## src/rtl/imem_dmem_arbiter.sv

```systemverilog
// Two-requestor memory arbiter: an instruction-fetch port and a load/store port
// share one memory port, with round-robin on ties and a sticky protocol-error flag.
module imem_dmem_arbiter #(
    parameter int ADDR_W = 32,
    parameter int DATA_W = 32
) (
    input  logic                clk,
    input  logic                rst,
    input  logic                i_read,
    input  logic [ADDR_W-1:0]   i_addr,
    output logic                i_resp,
    output logic [DATA_W-1:0]   i_rdata,
    input  logic                d_read,
    input  logic                d_write,
    input  logic [DATA_W/8-1:0] d_wmask,
    input  logic [ADDR_W-1:0]   d_addr,
    input  logic [DATA_W-1:0]   d_wdata,
    output logic                d_resp,
    output logic [DATA_W-1:0]   d_rdata,
    output logic                m_read,
    output logic                m_write,
    output logic [DATA_W/8-1:0] m_wmask,
    output logic [ADDR_W-1:0]   m_addr,
    output logic [DATA_W-1:0]   m_wdata,
    input  logic                m_resp,
    input  logic [DATA_W-1:0]   m_rdata,
    output logic                proto_err
);

    localparam int MASK_W = DATA_W / 8;

    typedef enum logic [1:0] {
        IDLE  = 2'd0,
        GNT_I = 2'd1,
        GNT_D = 2'd2
    } state_t;

    state_t              state_r;
    state_t              state_nxt_s;
    logic                last_d_r;
    logic                last_d_nxt_s;
    logic                m_read_nxt_s;
    logic                m_write_nxt_s;
    logic [ADDR_W-1:0]   m_addr_nxt_s;
    logic [DATA_W-1:0]   m_wdata_nxt_s;
    logic [MASK_W-1:0]   m_wmask_nxt_s;
    logic                proto_err_nxt_s;
    logic                want_i_s;
    logic                want_d_s;
    logic                pick_d_s;

    assign want_i_s = i_read;
    assign want_d_s = d_read | d_write;
    // D wins when alone, or on a tie when I was granted last.
    assign pick_d_s = want_d_s & (~want_i_s | ~last_d_r);

    // Next-state and next memory-port values: grant from IDLE, hold until m_resp.
    always_comb begin
        state_nxt_s     = state_r;
        last_d_nxt_s    = last_d_r;
        m_read_nxt_s    = m_read;
        m_write_nxt_s   = m_write;
        m_addr_nxt_s    = m_addr;
        m_wdata_nxt_s   = m_wdata;
        m_wmask_nxt_s   = m_wmask;
        proto_err_nxt_s = proto_err | (d_read & d_write);
        case (state_r)
            IDLE: begin
                if (pick_d_s) begin
                    state_nxt_s   = GNT_D;
                    last_d_nxt_s  = 1'b1;
                    m_addr_nxt_s  = d_addr;
                    m_wdata_nxt_s = d_wdata;
                    m_wmask_nxt_s = d_wmask;
                    // A simultaneous read+write is resolved as a write.
                    m_write_nxt_s = d_write;
                    m_read_nxt_s  = ~d_write;
                end else if (want_i_s) begin
                    state_nxt_s   = GNT_I;
                    last_d_nxt_s  = 1'b0;
                    m_addr_nxt_s  = i_addr;
                    m_read_nxt_s  = 1'b1;
                    m_write_nxt_s = 1'b0;
                end else begin
                    state_nxt_s   = IDLE;
                end
            end
            GNT_I, GNT_D: begin
                if (m_resp) begin
                    state_nxt_s   = IDLE;
                    m_read_nxt_s  = 1'b0;
                    m_write_nxt_s = 1'b0;
                end else begin
                    state_nxt_s   = state_r;
                end
            end
            default: begin
                state_nxt_s   = IDLE;
                m_read_nxt_s  = 1'b0;
                m_write_nxt_s = 1'b0;
            end
        endcase
    end

    // State, arbitration history and memory-port registers.
    always_ff @(posedge clk or posedge rst) begin
        if (rst) begin
            state_r   <= IDLE;
            last_d_r  <= 1'b0;
            m_read    <= 1'b0;
            m_write   <= 1'b0;
            m_addr    <= {ADDR_W{1'b0}};
            m_wdata   <= {DATA_W{1'b0}};
            m_wmask   <= {MASK_W{1'b0}};
            proto_err <= 1'b0;
        end else begin
            state_r   <= state_nxt_s;
            last_d_r  <= last_d_nxt_s;
            m_read    <= m_read_nxt_s;
            m_write   <= m_write_nxt_s;
            m_addr    <= m_addr_nxt_s;
            m_wdata   <= m_wdata_nxt_s;
            m_wmask   <= m_wmask_nxt_s;
            proto_err <= proto_err_nxt_s;
        end
    end

    // Route the memory completion to the granted side only; data is zero otherwise.
    always_comb begin
        i_resp  = 1'b0;
        d_resp  = 1'b0;
        i_rdata = {DATA_W{1'b0}};
        d_rdata = {DATA_W{1'b0}};
        case (state_r)
            GNT_I: begin
                if (m_resp) begin
                    i_resp  = 1'b1;
                    i_rdata = m_rdata;
                end else begin
                    i_resp  = 1'b0;
                end
            end
            GNT_D: begin
                if (m_resp) begin
                    d_resp  = 1'b1;
                    d_rdata = m_rdata;
                end else begin
                    d_resp  = 1'b0;
                end
            end
            default: begin
                i_resp = 1'b0;
                d_resp = 1'b0;
            end
        endcase
    end

endmodule

```

## config.mk

```make
export PLATFORM = sky130hd
export DESIGN_NAME = imem_dmem_arbiter
export DESIGN_NICKNAME = d
export VERILOG_FILES = /design/src/rtl/imem_dmem_arbiter.sv
export SDC_FILE = /design/constraint.sdc
export NUM_CORES = 1
export LEC_CHECK = 0
export CORE_AREA = 2 2 107 109
export CTS_CLUSTER_DIAMETER = 80
export CTS_CLUSTER_SIZE = 16
export DETAILED_ROUTE_END_ITERATION = 6
export DIE_AREA = 0 0 109 111
export PLACE_DENSITY = 0.86
export SYNTH_ARGS = -nofsm -noshare
export SYNTH_HDL_FRONTEND = slang
export SYNTH_SLANG_ARGS = --single-unit
```

## constraint.sdc

```tcl
create_clock -name clk -period 2.7 [get_ports clk]
set_input_delay 0.54 -clock clk [delete_from_list [all_inputs] [get_ports clk]]
set_output_delay 0.54 -clock clk [all_outputs]
set_load 0.005 [all_outputs]
```

==> results.ini <==
[synthesis]
netlist.area_leader.share_pct=50.8
synth.distinct_cells=26
syn_nets=468
netlist_area_mm2=0.00364
yosys_warnings=0
syn_avg_cell_area_um2=11.1
post-synth-top-area-cell=dfrtp_1
synth.area.top_cells=dfrtp_1 (51%), and3_1 (11%), mux2i_1 (8.8%), mux2_4 (7.4%), mux2_2 (5.6%)
ys_ff_latch=74
yosysSeqAreaShare_pct=50.8
netlist_instances=327

[timing]
setup_violations=0
finalCriticalPeriod_ns=2.52
fin_setup_tns_ns=0
post-route-period-util_pct=93.5
relSlewSlack_pct=54.8
tightest_slew_ns=0.677
fmax_ghz=0.396
finalMaxSlewViolations=0
finalHoldViolCount=0
rsz0062_at_grt=no
fin_skew_ns=0.00691

[floorplanning]
dieHeight_um=111
die_w_um=109
die_area_mm2=0.0121
core_mm2=0.0111
initial_core_util_pct=32.9
row_count=39
io_pins=275

[clocking]
numCtsBuffers=9
clkSinkCount=74
cts_hold_buf=0
cts-resized-gates=0
root_buffer=clkbuf_16
post_cts_buffers=0
clock_path_buffers=2
clk_pin_slew_ns=0.05
cts_tree=built
clk_latency_ns=0.33
htree_levels=3

[power]
ir_worst_vdd_v=0.000489
power_switching_share_pct=30.7
p_total_uw=6210
p_per_area_mw_per_mm2=907
p_seq_share_pct=31.9
combPwrFrac_pct=50.7
power.switching_uw=1910
leakage_uw=0.00308
p_clk_share_pct=17.4
p_int_uw=4300

[layout]
stdcell_count=742
layout-drive-gt1-share_pct=10.5
syn2layout_area_growth_pct=87.8
nets=735
diodes=0
final_cell_mix=clkdlybuf4s50_1 (274), dfrtp_1 (74), and3_1 (64)
fin_area_mm2=0.00684
layout_commonest_cell=clkdlybuf4s50_1

[route]
routedWlPerCell_um=15.8
wl_um=11700
drc=0
dr.pass1.iters=4
vias_per_cell=4.76
vias=3531
drt_iter0_drc=213
ant_nets=0

[setup_path]
critPathKind=in2out
startpoint_type=input pin
required_ns=2.16
critPathArrivalTime_ns=1.98
crit_fanout=68
r2r_cells=6
r2r_slack_ns=0.85
end_kind=primary output

[global_route]
grt_pass1_wl_um=18100
grt_max_degree=69
antenna_found_initial=0
grtUsageTotal_pct=19.4
gr-total-overflow=0
first_global_vias=3636

[job]
maxCapViolations=0

[min_path]
hold_class=reg2reg
hold_path_depth=1

[placement]
dp_hpwl_um=9540
io_buffer_count=274
postPlaceCellArea_mm2=0.00657
gp_congestion=0.735
dp_cells=726

[run_status]
status=finished, final reports clean

sequential cells by signal (all words and copies together) (netlist names):
name,cells
last_d_r,1
state_r,2
m_wdata,32
m_addr,32
proto_err,1
m_wmask,4
m_write,1
m_read,1
kinds of logic (layout without fill, tap and decap cells):
family	after synthesis	in the layout	synth area share (%)
AND/OR/NAND/NOR	108	108	16.0
buffers and inverters	32	304	3.98
adder cells (fa/ha/maj)	3	3	1.03
AO/OA/AOI/OAI	42	42	6.42
multiplexers	68	68	21.8
flip-flops	74	74	50.8
stage by stage:
step	worst slack [ns]	hold slack (ns)	util, %
after floorplan	0.278	0.451	-
final	0.175	0.461	61.8
after detailed placement	0.166	0.455	59.3
after global routing	0.107	0.481	61.8
after CTS	0.165	0.467	61.8
after global placement	0.171	0.443	59.3
synth_stat cells, drive strengths merged:
| cell | instances |
|---|---|
| nand2b | 1 |
| or2 | 1 |
| dfrtp | 74 |
| a21o | 1 |
| a21boi | 1 |
| o2bb2ai | 1 |
| inv | 5 |
| buf | 8 |
| ha | 3 |
| nor3 | 1 |
| nand4 | 1 |
| and3 | 64 |
| nand2 | 37 |
| a21oi | 1 |
| mux2 | 36 |
| nor2b | 1 |
| mux2i | 32 |
| o21ai | 35 |
| a22oi | 1 |
| clkbuf | 19 |
| o32ai | 1 |
| and2 | 2 |
| o31ai | 1 |
per-layer routing:
metal	vias to the layer above	part of all wire (%)	global-route usage (%)
met5	-	0	0
met2	170	55	37.8
met4	0	1.7	7.18
met1	1661	34	18.9
met3	15	9.1	4.94
li1	1685	-	-
cell type report:
type                       count  area (µm²)
fill                         882        4230
clock buffer                  12         246
multi-input combinational    221        1670
tap                          143         179
clock inverter                 4        27.5
timing repair buffer         283        2850
sequential                    74        1850
inverter                       5        18.8
power groups by stage:
stage | combinational, µW | clock, µW | sequential, µW
4_1_cts | 3190 | 1120 | 1980
3_5_place_dp | 3180 | 0 | 1990
3_3_place_gp | 3100 | 0 | 1960
2_1_floorplan | 1330 | 0 | 2000
6_report | 3150 | 1080 | 1980
5_1_grt | 3390 | 1160 | 2060
worst max-delay path: stages:
cell	delay, ns
clkdlybuf4s50_1	0.51
buf_12	0.22
and3_1	0.20
clkdlybuf4s50_1	0.50
worst paths after layout:
| kind | start | end |
|---|---|---|
| worst max-delay path | m_resp | d_rdata[20] |
| worst min-delay path | proto_err | proto_err |
| worst max register to register | state_r[1] | m_wdata[4] |
| worst min register to register | proto_err | proto_err |
| max in group asynchronous | rst | m_wmask[3] |
| min in group asynchronous | rst | m_addr[3] |
(Power assumes the default switching activity.)
